$ cat src/rtl/alu_sequencer.sv
// Instruction sequencer for the shared alu: queues instructions, issues one at a time,
// writes results back to the regA/regB operand pair and returns each result on a response port.
module alu_sequencer #(
    parameter int DEPTH = 4
) (
    input  logic        clk,
    input  logic        rst,
    input  logic        instr_valid,
    output logic        instr_ready,
    input  logic [31:0] instr_data,
    input  logic        init_we,
    input  logic        init_sel,
    input  logic [31:0] init_data,
    output logic [31:0] alu_instr,
    output logic [31:0] alu_regA,
    output logic [31:0] alu_regB,
    input  logic [31:0] alu_result,
    input  logic [2:0]  alu_flags,
    output logic        res_valid,
    input  logic        res_ready,
    output logic [31:0] res_data,
    output logic [2:0]  res_flags,
    output logic        res_err,
    output logic [15:0] exec_count,
    output logic        busy
);

    // state | meaning
    // IDLE  | nothing in flight; direct register loads accepted when the queue is empty
    // EXEC  | queue head driven to the alu; result captured and written back at the edge
    // RESP  | captured result held on the response port until consumed
    typedef enum logic [1:0] {IDLE, EXEC, RESP} state_t;

    localparam int AW = $clog2(DEPTH);
    localparam logic [AW:0] PTR_ONE = {{AW{1'b0}}, 1'b1};

    state_t state, state_nxt;

    logic [31:0] fifo_mem [DEPTH];
    logic [AW:0] wr_ptr, rd_ptr;
    logic [31:0] head;
    logic        empty, full, push, pop;

    logic [31:0] reg_a, reg_b;
    logic        do_exec, do_init;

    logic [5:0]  opcode, funct;
    logic        supported, wb_en, wb_slt, wb_dst;
    logic [31:0] wb_val;

    // Pointers carry one extra wrap bit so full and empty are distinguishable.
    assign empty       = (wr_ptr == rd_ptr);
    assign full        = (wr_ptr[AW] != rd_ptr[AW]) && (wr_ptr[AW-1:0] == rd_ptr[AW-1:0]);
    assign push        = instr_valid && !full;
    assign instr_ready = !full;
    assign head        = fifo_mem[rd_ptr[AW-1:0]];

    always_ff @(posedge clk) begin
        if (rst) begin
            wr_ptr <= '0;
            rd_ptr <= '0;
        end else begin
            if (push) wr_ptr <= wr_ptr + PTR_ONE;
            if (pop)  rd_ptr <= rd_ptr + PTR_ONE;
        end
    end

    always_ff @(posedge clk) begin
        if (push) fifo_mem[wr_ptr[AW-1:0]] <= instr_data;
    end

    assign opcode = head[31:26];
    assign funct  = head[5:0];

    // Writeback policy per opcode/funct; overflowing signed adds/subs keep the old value.
    always_comb begin
        supported = 1'b0;
        wb_en     = 1'b0;
        wb_slt    = 1'b0;
        wb_dst    = (opcode == 6'h00) ? head[11] : head[16];
        if (opcode == 6'h00) begin
            case (funct)
                6'h00, 6'h02, 6'h03, 6'h04, 6'h06, 6'h07,
                6'h21, 6'h23, 6'h24, 6'h25, 6'h26, 6'h27: begin
                    supported = 1'b1;
                    wb_en     = 1'b1;
                end
                6'h20, 6'h22: begin
                    supported = 1'b1;
                    wb_en     = !alu_flags[0];
                end
                6'h2A, 6'h2B: begin
                    supported = 1'b1;
                    wb_en     = 1'b1;
                    wb_slt    = 1'b1;
                end
                default: ;
            endcase
        end else begin
            case (opcode)
                6'h04, 6'h05, 6'h23, 6'h2B: supported = 1'b1;
                6'h08: begin
                    supported = 1'b1;
                    wb_en     = !alu_flags[0];
                end
                6'h09, 6'h0C, 6'h0D, 6'h0E: begin
                    supported = 1'b1;
                    wb_en     = 1'b1;
                end
                6'h0A, 6'h0B: begin
                    supported = 1'b1;
                    wb_en     = 1'b1;
                    wb_slt    = 1'b1;
                end
                default: ;
            endcase
        end
        wb_val = wb_slt ? {31'b0, alu_flags[1]} : alu_result;
    end

    always_ff @(posedge clk) begin
        if (rst) state <= IDLE;
        else     state <= state_nxt;
    end

    always_comb begin
        state_nxt = state;
        case (state)
            IDLE:    if (!empty) state_nxt = EXEC;
            EXEC:    state_nxt = RESP;
            RESP:    if (res_ready) state_nxt = empty ? IDLE : EXEC;
            default: state_nxt = IDLE;
        endcase
    end

    always_comb begin
        alu_instr = '0;
        res_valid = 1'b0;
        pop       = 1'b0;
        do_exec   = 1'b0;
        do_init   = 1'b0;
        case (state)
            IDLE: do_init = empty && init_we;
            EXEC: begin
                alu_instr = head;
                pop       = 1'b1;
                do_exec   = 1'b1;
            end
            RESP: res_valid = 1'b1;
            default: ;
        endcase
    end

    always_ff @(posedge clk) begin
        if (rst) begin
            reg_a      <= '0;
            reg_b      <= '0;
            res_data   <= '0;
            res_flags  <= '0;
            res_err    <= 1'b0;
            exec_count <= '0;
        end else if (do_exec) begin
            res_data   <= alu_result;
            res_flags  <= alu_flags;
            res_err    <= !supported;
            exec_count <= exec_count + 16'd1;
            if (wb_en && !wb_dst) reg_a <= wb_val;
            if (wb_en && wb_dst)  reg_b <= wb_val;
        end else if (do_init) begin
            if (init_sel) reg_b <= init_data;
            else          reg_a <= init_data;
        end
    end

    assign alu_regA = reg_a;
    assign alu_regB = reg_b;
    assign busy     = (state != IDLE) || !empty;

endmodule

$ cat config.mk
export PLATFORM = sky130hd
export DESIGN_NAME = alu_sequencer
export DESIGN_NICKNAME = d
export VERILOG_FILES = /design/src/rtl/alu_sequencer.sv
export SDC_FILE = /design/constraint.sdc
export NUM_CORES = 1
export LEC_CHECK = 0
export BUFFER_PORTS_ARGS = -buffer_cell sky130_fd_sc_hd__buf_2
export CORE_ASPECT_RATIO = 0.9
export CORE_UTILIZATION = 42
export DETAILED_ROUTE_END_ITERATION = 8
export GPL_TIMING_DRIVEN = 0
export PLACE_DENSITY = 0.65
export SLEW_MARGIN = 20
export SYNTH_ARGS = -nofsm -noshare
export SYNTH_HDL_FRONTEND = slang
export SYNTH_SLANG_ARGS = --single-unit
$ cat constraint.sdc
create_clock -name clk -period 3.9 [get_ports clk]
set_input_delay 0.975 -clock clk [delete_from_list [all_inputs] [get_ports clk]]
set_output_delay 0.975 -clock clk [all_outputs]
set_load 0.01 [all_outputs]
==> flow_metrics.py <==
metrics = {
    "setup_path": {
        "critical_path_class": "reg2out",
        "endpoint_kind": "output port",
        "max_stage_delay_ps": 470,
        "cp-start-kind": "register",
        "worstPathArrival_ps": 2700,
        "crit_top_cell": "buf_2",
        "regToRegSetupSlack_ps": 560,
        "r2r_cells": 8,
        "r2r-end": "alu_regA[21]",
        "crit_chain": "nor2b_1 -> clkbuf_2 -> buf_2 -> clkbuf_1 -> and2_1 -> buf_2",
        "slowest_stage": "clkbuf_1",
        "path_max_fanout": 10,
        "cp.required_ps": 2920,
    },
    "drt": {
        "wirelength_um": 27900,
        "drt-vias-per-instance": 5.10,
        "drt_iter0_markers": 527,
        "via_count": 7616,
        "drt_first_pass_iters": 5,
        "antenna_left": 0,
        "drc": 0,
        "wire_per_inst_um": 18.7,
    },
    "synth": {
        "yosysWarnings": 0,
        "synth_cells": 842,
        "yosysTopAreaCell": "edfxtp_1",
        "synth_top_area_frac": 0.364,
        "synth_area_leaders": "edfxtp_1, dfxtp_1, mux4_2, nand2_1, nor2b_1",
        "synthesis.area_um2": 10600,
        "synth_ff_type": "edfxtp_1",
        "syn_area_per_cell_um2": 12.5,
        "ys_ff_latch": 254,
        "syn_nets": 953,
        "yosysSeqAreaShare": 0.603,
        "synth_edf_count": 128,
        "synth_cell_types": 46,
        "async_reset_ff_frac": 0,
    },
    "place": {
        "gp_routability_congestion": 0.807,
        "place_ws_ps": 243,
        "port_buffers": 254,
        "dp_hpwl_um": 20300,
        "dpl_cell_area_um2": 12300,
    },
    "sta": {
        "finalHoldViolations": 0,
        "fin_tns_setup_ps": 0,
        "fin_crit_sh": 0.942,
        "slew_headroom": 0.561,
        "max_slew.worst_pin.slew_ps": 658,
        "drv_slew": 0,
        "clock.fmax_mhz": 272,
        "fin_worst_skew_ps": 13.1,
        "period_needed_ps": 3670,
        "finalSetupViolCount": 0,
        "rsz0062_at_grt": "no",
        "setup_ws_ps": 227,
    },
    "clocking": {
        "cts_sinks": 254,
        "numCtsBuffers": 27,
        "ctsHoldBuffers": 0,
        "clkSlewWorstSetupHoldPaths_ps": 70,
        "cts_root_buffer": "clkbuf_16",
        "htreeDepth": 1,
        "clockBufferDepth": 3,
        "post_cts_resized": 7,
        "postCtsSetupBuffers": 0,
        "cts_tree": "built",
        "clk_latency_ps": 530,
    },
    "grt": {
        "grt_overflow": 0,
        "antenna_found_initial": 5,
        "grt_pass1_vias": 7504,
        "track_usage": 0.213,
        "grt_max_degree": 28,
        "grt_pass1_wl_um": 42400,
    },
    "die": {
        "initial_utilization": 0.432,
        "fp-row-count": 54,
        "die_x_um": 169,
        "chipHeight_um": 152,
        "io_pins": 256,
        "fp.dieArea_um2": 25800,
        "design.core.area_um2": 24500,
    },
    "hold_path": {
        "hold_path.class": "reg2reg",
        "min_from": "res_data[25]",
        "hold_end": "res_data[25]",
        "hold-path-cell-count": 2,
    },
    "pwr": {
        "finalPower_mw": 7.75,
        "p_leak_nw": 5.45,
        "ir_drop_mv": 0.330,
        "powerDensity_nw_per_um2": 579,
    },
    "layout": {
        "drive_above_1_share": 0.336,
        "final_cell_mix": "buf_2, edfxtp_1, dfxtp_1",
        "fillers": 2183,
        "final_common_cell": "buf_2",
        "fin_area_um2": 13400,
        "fin_util": 0.547,
        "finalNetCount": 1239,
        "syn_to_final_growth_pct": 26.7,
    },
    "status": {
        "status": "finished, final reports clean",
    },
    "run": {
        "drv_cap": 0,
    },
}
power by group:
| group | total [mW] | switching (mW) | internal, mW |
|---|---|---|---|
| Combinational | 1.73 | 0.996 | 0.738 |
| Sequential | 3.16 | 0.109 | 3.05 |
| Clock | 2.85 | 1.04 | 1.82 |
| Total | 7.75 | 2.14 | 5.61 |
worst max path at each step:
stage	startpoint	to	slack, ps	cells after the start
6_report	state[0]	alu_instr[31]	230	6
5_1_grt	state[0]	alu_instr[31]	60	6
4_1_cts	register	alu_instr[18]	30	7
3_5_place_dp	register	alu_instr[23]	240	7
3_3_place_gp	register	alu_instr[23]	240	7
2_1_floorplan	register	alu_instr[15]	730	6
cells by family (layout without fill, tap and decap cells):
group,count (synthesis),after routing,synth area share
flip-flops,254,254,0.603
buffers and inverters,62,369,0.0265
other,0,7,0
AO/OA/AOI/OAI,121,121,0.0739
AND/OR/NAND/NOR,282,282,0.135
adder cells (fa/ha/maj),6,6,0.00711
multiplexers,98,98,0.139
XOR/XNOR,19,19,0.0158
registers in the layout, indices dropped and copies added, names as in the netlist, named ones only:
| register | flops |
|---|---|
| alu_regA | 32 |
| alu_regB | 32 |
| exec_count | 16 |
| fifo_mem | 128 |
| rd_ptr | 3 |
| res_data | 32 |
| res_err | 1 |
| res_flags | 3 |
| state | 2 |
| wr_ptr | 3 |
worst max-delay path, delay by kind of cell, from the launching register on:
| kind | cells | cell delay [ps] |
|---|---|---|
| AND/OR/NAND/NOR | 2 | 480 |
| flip-flops | 1 | 390 |
| buffers and inverters | 4 | 1300 |
per-layer routing:
metal | wire length (um) | global-route usage
met1 | 12200 | 0.276
met5 | 0 | 0
met3 | 1530 | 0.0423
met4 | 851 | 0.0716
met2 | 13300 | 0.356
synthesized netlist by cell type (all sizes together), types with 17 or more instances:
cell	number
edfxtp	128
clkbuf	42
a21oi	76
buf	17
dfxtp	126
mux4	32
mux2	63
nor2b	66
o2111ai	31
and2	33
nor2	31
nand2	115
through the flow:
stage / instances / hold WS (ps)
floorplan: 842 / 461
global placement: 1432 / 439
detailed placement: 1436 / 444
CTS: 1485 / 452
global route: 1488 / 466
finish: 1492 / 450
final cells by class:
cell class	instances	area (um^2)	share of cell area
Sequential cell	254	6370	0.476
Multi-Input combinational cell	526	3920	0.293
Antenna cell	7	17.5	0.00131
Buffer	58	277	0.0207
Clock inverter	10	178	0.0133
Timing Repair Buffer	258	1360	0.101
Clock buffer	40	838	0.0626
Tap cell	336	420	0.0314
Inverter	3	11.3	0.000841
No activity file was read; power rests on OpenSTA's default activity.
